$ cat config.mk
export PLATFORM = sky130hd
export DESIGN_NAME = bin2bcd_seq
export DESIGN_NICKNAME = d
export VERILOG_FILES = /design/src/rtl/bcd_pkg.sv /design/src/rtl/bcd_digit_2421.sv /design/src/rtl/bin2bcd_seq.sv
export SDC_FILE = /design/constraint.sdc
export NUM_CORES = 1
export LEC_CHECK = 0
export CAP_MARGIN = 20
export CORE_MARGIN = 3
export CORE_UTILIZATION = 56
export CTS_BUF_LIST = sky130_fd_sc_hd__clkbuf_8
export DETAILED_ROUTE_END_ITERATION = 16
export GPL_TIMING_DRIVEN = 1
export HOLD_SLACK_MARGIN = 0.02
export MAX_ROUTING_LAYER = met4
export PLACE_DENSITY_LB_ADDON = 0.08
export SLEW_MARGIN = 20
export SYNTH_ARGS = -nofsm -noshare
export SYNTH_HDL_FRONTEND = slang
export SYNTH_SLANG_ARGS = --single-unit
$ cat constraint.sdc
create_clock -name clk -period 1.7 [get_ports clk]
set_input_delay 0.17 -clock clk [delete_from_list [all_inputs] [get_ports clk]]
set_output_delay 0.17 -clock clk [all_outputs]
set_load 0.005 [all_outputs]
$ cat src/rtl/bcd_pkg.sv
// ----------------------------------------------------------------------------
// bcd_pkg
// Shared constants for the sequential binary-to-BCD converter:
//   - state_t    : FSM state encoding (IDLE=0, SHIFT=1, DONE=2)
//   - DIGIT_W    : width of one packed decimal digit
//   - ADJ_THRESH : digit value at or above which the add-3 correction applies
//   - ADJ_ADD    : the correction added to such a digit before each shift
// ----------------------------------------------------------------------------
package bcd_pkg;

    localparam int DIGIT_W = 4;

    localparam logic [DIGIT_W-1:0] ADJ_THRESH = 4'd5;
    localparam logic [DIGIT_W-1:0] ADJ_ADD    = 4'd3;

    typedef enum logic [1:0] {
        IDLE  = 2'd0,
        SHIFT = 2'd1,
        DONE  = 2'd2
    } state_t;

endpackage : bcd_pkg

$ cat src/rtl/bcd_digit_2421.sv
// ----------------------------------------------------------------------------
// bcd_digit_2421
// Combinational single-digit 8421 BCD to 2421 code encoder.
//   bcd  : input digit, 0..9 in 8421 BCD
//   code : the same digit in 2421 code (0-4 unchanged, 5-9 -> 1011..1111)
// Non-decimal inputs (10..15) never occur in the converter; they pass through.
// ----------------------------------------------------------------------------
module bcd_digit_2421
    import bcd_pkg::*;
(
    input  logic [DIGIT_W-1:0] bcd,
    output logic [DIGIT_W-1:0] code
);

    // NOTE: assigning a default before the case means every path writes
    // 'code', so no latch is inferred even if a case arm is missed.
    always_comb begin
        code = bcd;
        case (bcd)
            4'd5:    code = 4'b1011;
            4'd6:    code = 4'b1100;
            4'd7:    code = 4'b1101;
            4'd8:    code = 4'b1110;
            4'd9:    code = 4'b1111;
            default: code = bcd;
        endcase
    end

endmodule : bcd_digit_2421

$ cat src/rtl/bin2bcd_seq.sv
// ----------------------------------------------------------------------------
// bin2bcd_seq
// Sequential binary-to-decimal converter using shift-and-add-3 (double
// dabble), one input bit per clock.
//
// Parameters:
//   BIN_W  : width of the unsigned binary operand (>= 1)
//   DIGITS : number of 4-bit decimal output digits (>= 1)
//
// Ports:
//   clk      : system clock, rising edge
//   rst_n    : asynchronous active-low reset
//   start    : conversion request, sampled only while ready=1
//   bin_in   : operand, latched on the accepted start
//   ready    : high while idle (decoded from state)
//   done     : registered one-cycle pulse when bcd_out/overflow are updated
//   bcd_out  : packed digits, digit 0 in bits [3:0]; held until next done
//   overflow : result did not fit in DIGITS digits; held until next done
//
// Build option:
//   BIN2BCD_CODE2421_EN : when defined, each digit is re-encoded to 2421 code
//                         before being registered into bcd_out.
//
// Timing: start accepted at edge k -> done high after edge k+BIN_W+1;
// one conversion every BIN_W+2 cycles with start held high.
// ----------------------------------------------------------------------------
module bin2bcd_seq
    import bcd_pkg::*;
#(
    parameter int BIN_W  = 8,
    parameter int DIGITS = 3
) (
    input  logic                      clk,
    input  logic                      rst_n,
    input  logic                      start,
    input  logic [BIN_W-1:0]          bin_in,
    output logic                      ready,
    output logic                      done,
    output logic [DIGIT_W*DIGITS-1:0] bcd_out,
    output logic                      overflow
);

    localparam int AW    = DIGIT_W * DIGITS;
    localparam int CNT_W = (BIN_W > 1) ? $clog2(BIN_W) : 1;
    localparam logic [CNT_W-1:0] CNT_LAST = CNT_W'(BIN_W - 1);

    state_t             state, state_nxt;
    logic [BIN_W-1:0]   bin_q;
    logic [AW-1:0]      acc_q;
    logic               ovf_q;
    logic [CNT_W-1:0]   cnt_q;
    logic [AW-1:0]      acc_adj;
    logic [AW-1:0]      enc_acc;

    // Add 3 to every digit that is 5 or more, all digits in parallel, so the
    // following left shift carries correctly into the next decimal digit.
    function automatic logic [AW-1:0] add3_adjust(input logic [AW-1:0] acc);
        logic [AW-1:0]      res;
        logic [DIGIT_W-1:0] dig;
        res = acc;
        for (int i = 0; i < DIGITS; i++) begin
            dig = acc[i*DIGIT_W +: DIGIT_W];
            if (dig >= ADJ_THRESH) begin
                res[i*DIGIT_W +: DIGIT_W] = dig + ADJ_ADD;
            end
        end
        return res;
    endfunction

    assign acc_adj = add3_adjust(acc_q);

    // ------------------------------------------------------------------------
    // FSM
    // ------------------------------------------------------------------------
    // NOTE: sequential state uses non-blocking assignments so every register
    // samples pre-edge values, independent of block evaluation order.
    always_ff @(posedge clk or negedge rst_n) begin
        if (!rst_n) begin
            state <= IDLE;
        end else begin
            state <= state_nxt;
        end
    end

    always_comb begin
        state_nxt = state;
        case (state)
            IDLE:    if (start) state_nxt = SHIFT;
            SHIFT:   if (cnt_q == CNT_LAST) state_nxt = DONE;
            DONE:    state_nxt = IDLE;
            default: state_nxt = IDLE;
        endcase
    end

    assign ready = (state == IDLE);

    // ------------------------------------------------------------------------
    // Optional output encoding
    // ------------------------------------------------------------------------
`ifdef BIN2BCD_CODE2421_EN
    for (genvar g = 0; g < DIGITS; g++) begin : g_enc
        bcd_digit_2421 u_enc (
            .bcd  (acc_q[g*DIGIT_W +: DIGIT_W]),
            .code (enc_acc[g*DIGIT_W +: DIGIT_W])
        );
    end
`else
    assign enc_acc = acc_q;
`endif

    // ------------------------------------------------------------------------
    // Datapath
    // ------------------------------------------------------------------------
    // NOTE: the shifter, accumulator and counter are plain flops (not a
    // memory), so they are cleared by reset along with the outputs.
    always_ff @(posedge clk or negedge rst_n) begin
        if (!rst_n) begin
            bin_q    <= '0;
            acc_q    <= '0;
            ovf_q    <= 1'b0;
            cnt_q    <= '0;
            bcd_out  <= '0;
            overflow <= 1'b0;
            done     <= 1'b0;
        end else begin
            done <= 1'b0;
            case (state)
                IDLE: begin
                    if (start) begin
                        bin_q <= bin_in;
                        acc_q <= '0;
                        ovf_q <= 1'b0;
                        cnt_q <= '0;
                    end
                end
                SHIFT: begin
                    // {acc, bin} shifts left as one register; the bit leaving
                    // the top digit is lost and marks the result as overflowed.
                    acc_q <= {acc_adj[AW-2:0], bin_q[BIN_W-1]};
                    bin_q <= bin_q << 1;
                    if (acc_adj[AW-1]) ovf_q <= 1'b1;
                    cnt_q <= cnt_q + 1'b1;
                end
                DONE: begin
                    bcd_out  <= enc_acc;
                    overflow <= ovf_q;
                    done     <= 1'b1;
                end
                default: ;
            endcase
        end
    end

endmodule : bin2bcd_seq

# Word level (Yosys, flattened, before mapping)
# Index checks and enable logic that the tools add are counted.
[word_totals]
register_bits = 40
inputBits = 11
wordCells = 42
[op_classes]
n_addsub = 4
magnitude_cmp = 3
n_eq_ne = 6
n_mux = 16
reduce_logical = 5
[op_table]
columns = ["cell", "n"]
rows = [
  ["$pmux 12 s2", 1],
  ["$pmux 8 s2", 1],
  ["$add 4x2->4 const B", 3],
  ["$ge 4x3->1 const B", 3],
  ["$mux 12", 1],
  ["$mux 4", 3],
  ["$mux 8", 1],
  ["$ne 2x2->1 const B", 3],
  ["$pmux 3 s2", 1],
  ["$mux 2", 2],
  ["$pmux 2 s2", 1],
  ["$reduce_and 2->1", 2],
  ["$add 3x1->3 const B", 1],
  ["$eq 3x3->1 const B", 1],
  ["$mux 1", 3],
  ["$mux 3", 1],
  ["$reduce_and 3->1", 1],
  ["$eq 2x1->1 const B", 1],
  ["$eq 2x2->1 const B", 1],
  ["$logic_not 2->1", 1],
  ["$pmux 1 s2", 1],
  ["$reduce_bool 2->1", 1],
]

# Longest topological paths before layout
[logic_depth]
word_depth = 4
mapped_depth = 6
depth_no_buf = 5

# Least setup slack after synthesis
# Ideal clock, no wire load.
[synth_timing]
path_type = "reg2reg"
from = "reg acc_q[4]"
to = "reg acc_q[5]"
setup_ps = 140
t_arrival_ps = 1170
path_slack_ps = 389
stages_incl_launch_ff = 6
n_path_buf = 0
synth_period_minus_slack_ps = 1311
cell_sequence = "dfrtp_1 > inv_1 > ha_1 > nor2b_1 > o21a_1 > o221ai_1"
[synth_between]
elab_chain_cells = 3
elab_cells_between_ends = 4
classes_between = "add/sub (1); order compare (1); mux (2)"
[synth_lines]
columns = ["element", "line", "text"]
rows = [
  ["from (decl)", "bin2bcd_seq.sv:49", "logic [AW-1:0] acc_q;"],
  ["from (signal assigned)", "bin2bcd_seq.sv:139", "acc_q <= {acc_adj[AW-2:0], bin_q[BIN_W-1]};"],
  ["$add 4x2->4 or $ge 4x3->1 (tied branches)", "bin2bcd_seq.sv:64, bin2bcd_seq.sv:63", ""],
  ["$mux 4 (*)", "bin2bcd_seq.sv:63", "if (dig >= ADJ_THRESH) begin"],
  ["$pmux 12 s2 (*)", "bin2bcd_seq.sv:127", "case (state)"],
]
# Every way passes the cells marked *; elsewhere a longest branch is shown, timed or not.
# A chain may end at the register's enable or synchronous reset.

# Worst setup path in the final report
[layout_timing]
from = "reg state[0]"
to = "out ready"
[layout_between]
elab_chain_cells = 1
[layout_lines]
columns = ["element", "line", "text"]
rows = [
  ["from (decl)", "bin2bcd_seq.sv:47", "state_t state, state_nxt;"],
  ["from (signal assigned)", "bin2bcd_seq.sv:81", "state <= state_nxt;"],
  ["$logic_not 2->1", "bin2bcd_seq.sv:95", "assign ready = (state == IDLE);"],
  ["to (decl)", "bin2bcd_seq.sv:37", "output logic ready,"],
]
# Every way passes these cells.

==> qor.txt <==
Fill count - 224
Post-synthesis sequential area ratio - 0.521
Net Sw Power - 1.55 mW
Worst Setup End Kind - primary output
Pleak - 1.03 nW
Total power - 4.33 mW
Hold_ws - 0.470 ns
Layout area overhead - 21.8%
Critical path type - register to primary output
TNS Setup - 0 ns
Async SR Flop Fraction - 1.00
Fin crit share - 0.918
I/O pins - 26
Hold crit path type - input port to asynchronous set/reset pin
Overall Global Routing Usage - 0.201
Die Y - 64.6 um
CTS sink cnt - 40
Max VDD drop - 1.08 mV
Met1 GRT Util - 0.238
Total vias in the final route - 1384
PwrDens - 1850 nW/um2
Max Fclk - 641 MHz
Final setup vio count - 0
Hold Vio Cnt, Final - 0
Post-placement setup slack - 0.191 ns
Vias in the first global route - 1399
CTS tree - built
Post-synth EDFFs - 0
Mapped Nets - 198
# Max-Cap Violations - 0
Net Sw Frac - 0.359
DRC viols - 0
FP Rows - 20
Ant diodes - 0
Routed wire per std cell - 14.6 um
Die W - 64.6 um
CTS Buf Count - 5
Clock power share - 0.192
Unique cell type count in the Yosys netlist - 29
Worst slew pin tran - 0.493 ns
Crit path time final - 1.56 ns
Clock Root Buffer - clkbuf_8
Die area - 4170 um2
Post-route cell area - 2340 um2
Mapped Cells - 179
IO Port Bufs - 25
Routed Antenna Nets - 0
Worst-path clk slew - 0.08 ns
Post-DP HPWL - 2.66 mm
Met3 usage - 0.0364
Largest net degree at the start of global routing - 41
Grt peak-use layer - met2
Nets - 227
Final core utilization - 0.742
Final WL - 3.68 mm
Type of origin of the critical path - register
Setup WS post-layout - 0.140 ns
Worst Skew - 0.00512 ns
Synth warnings - 0
DRT Pass-1 Iters - 4
Worst skew pair latency - 0.29 ns
Clock Path Buffers - 2
Placed cell areas - 2200 um2
Core area - 3150 um2
Unrepaired setup endpoints after global routing - no
1st-iter DRT viols - 68
Sequential cell fraction of total power - 0.371
Avg Inst Size Synth - 10.7 um2
Mapped cell area - 1920 um2
H-tree depth - 2
First-pass GRT wire length - 6.43 mm
Initial Utilization - 0.609
Required time of the critical path - 1.53 ns
Most common flop cell mapped by yosys - dfrtp_1
Critical Path AT - 1.39 ns
Flop2flop setup slack - 0.16 ns
Seq cells post-synth - 40
Worst-path maximum fanout - 11
Initial antenna violation count - 0
Internal - 2.78 mW
Vias per cell - 5.47
Status - finished, final reports clean
GP Congestion - 0.847
Gr ovfl total - 0
Met2 GRT Util - 0.349
Post-Layout Cell Count - 253
Post-placement cell count - 244
Combinational power share - 0.437
Final Max Tran Viols - 0
Max transition margin - 0.671
Share of cells above drive strength 1 - 0.105
==> cell usage after synthesis, types with 2 or more instances <==
| library cell | instances | share of area |
|---|---|---|
| buf_2 | 9 | 0.023 |
| o32ai_2 | 2 | 0.017 |
| o21a_1 | 3 | 0.012 |
| o21ai_1 | 18 | 0.047 |
| inv_1 | 15 | 0.029 |
| nor2b_1 | 4 | 0.013 |
| nand2b_1 | 3 | 0.0098 |
| dfrtp_1 | 40 | 0.52 |
| mux2i_1 | 6 | 0.031 |
| o221ai_1 | 3 | 0.014 |
| o311ai_2 | 3 | 0.025 |
| ha_1 | 8 | 0.052 |
| xnor2_1 | 3 | 0.014 |
| a32o_1 | 3 | 0.016 |
| nand2_1 | 28 | 0.055 |
| a22o_1 | 2 | 0.0091 |
| o21ai_0 | 8 | 0.021 |
| a21oi_1 | 2 | 0.0052 |
| o31ai_1 | 4 | 0.016 |
| o2111ai_1 | 6 | 0.027 |
==> cells in the final DEF (no fill, tap or decap), types with 2 or more instances in the layout <==
cell type         n
a21oi_1           2
a22o_1            2
a32o_1            3
buf_4             7
clkbuf_8          7
clkdlybuf4s50_1  24
dfrtp_1          40
ha_1              8
inv_1            15
mux2i_1           6
nand2_1          28
nand2b_1          3
nor2b_1           4
o2111ai_1         6
o21a_1            3
o21ai_0           8
o21ai_1          18
o221ai_1          3
o311ai_2          3
o31ai_1           4
o32ai_2           2
xnor2_1           3
==> kinds of logic after synthesis <==
family                   count (synthesis)  synth area share
multiplexers                             7            0.0371
flip-flops                              40             0.521
AND/OR/NAND/NOR                         38            0.0873
buffers and inverters                   26            0.0664
AO/OA/AOI/OAI                           57             0.222
adder cells (fa/ha/maj)                  8            0.0521
XOR/XNOR                                 3            0.0137
==> final timing paths <==
path	endpoint	from	depth (start not counted)
min reg2reg	bcd_out[7]	bcd_out[7]	2
max	ready	state[0]	2
min in group clk	bcd_out[7]	bcd_out[7]	2
max in group asynchronous	bcd_out[5]	rst_n	3
max reg2reg	acc_q[5]	acc_q[4]	5
min	acc_q[2]	rst_n	3
==> flip-flops by register name, summed over array words and instances, names as in the netlist <==
register / count
state: 2
overflow: 1
ovf_q: 1
bin_q: 8
done: 1
bcd_out: 12
acc_q: 12
cnt_q: 3
==> critical path, stage by stage (launching register included) <==
cell and delay [ns]:
dfrtp_1 0.48, nor2_1 0.12, clkdlybuf4s50_1 0.50
==> area by class of cell <==
| class | count | area, um2 | area share |
|---|---|---|---|
| multi-input combinational | 113 | 792 | 0.339 |
| clock inverter | 1 | 30.0 | 0.0128 |
| clock buffer | 7 | 96.3 | 0.0412 |
| sequential | 40 | 1000 | 0.428 |
| tap | 44 | 55.1 | 0.0235 |
| timing repair buffer | 33 | 308 | 0.132 |
| inverter | 15 | 56.3 | 0.0241 |
==> metal layers <==
metal / up-vias / share of wire / wire length [um]
li1: 688 / - / -
met4: 0 / 0.0095 / 35
met3: 5 / 0.023 / 84
met2: 18 / 0.52 / 1910
met5: - / 0 / 0
met1: 673 / 0.45 / 1650
==> power groups by stage <==
stage | combinational, mW | sequential, mW | clock, mW
detailed placement | 1.88 | 1.62 | 0
global placement | 1.78 | 1.59 | 0
finish | 1.89 | 1.61 | 0.832
floorplan | 1.35 | 1.55 | 0
CTS | 1.91 | 1.61 | 0.842
global route | 2.10 | 1.66 | 0.885
==> timing repair <==
action                     CTS  global route
setup endpoints to repair    0             0
gates resized for setup      0             0
setup buffers                0             0
hold endpoints to repair    40             0
hold buffers                 1             0
(Power assumes the default switching activity.)
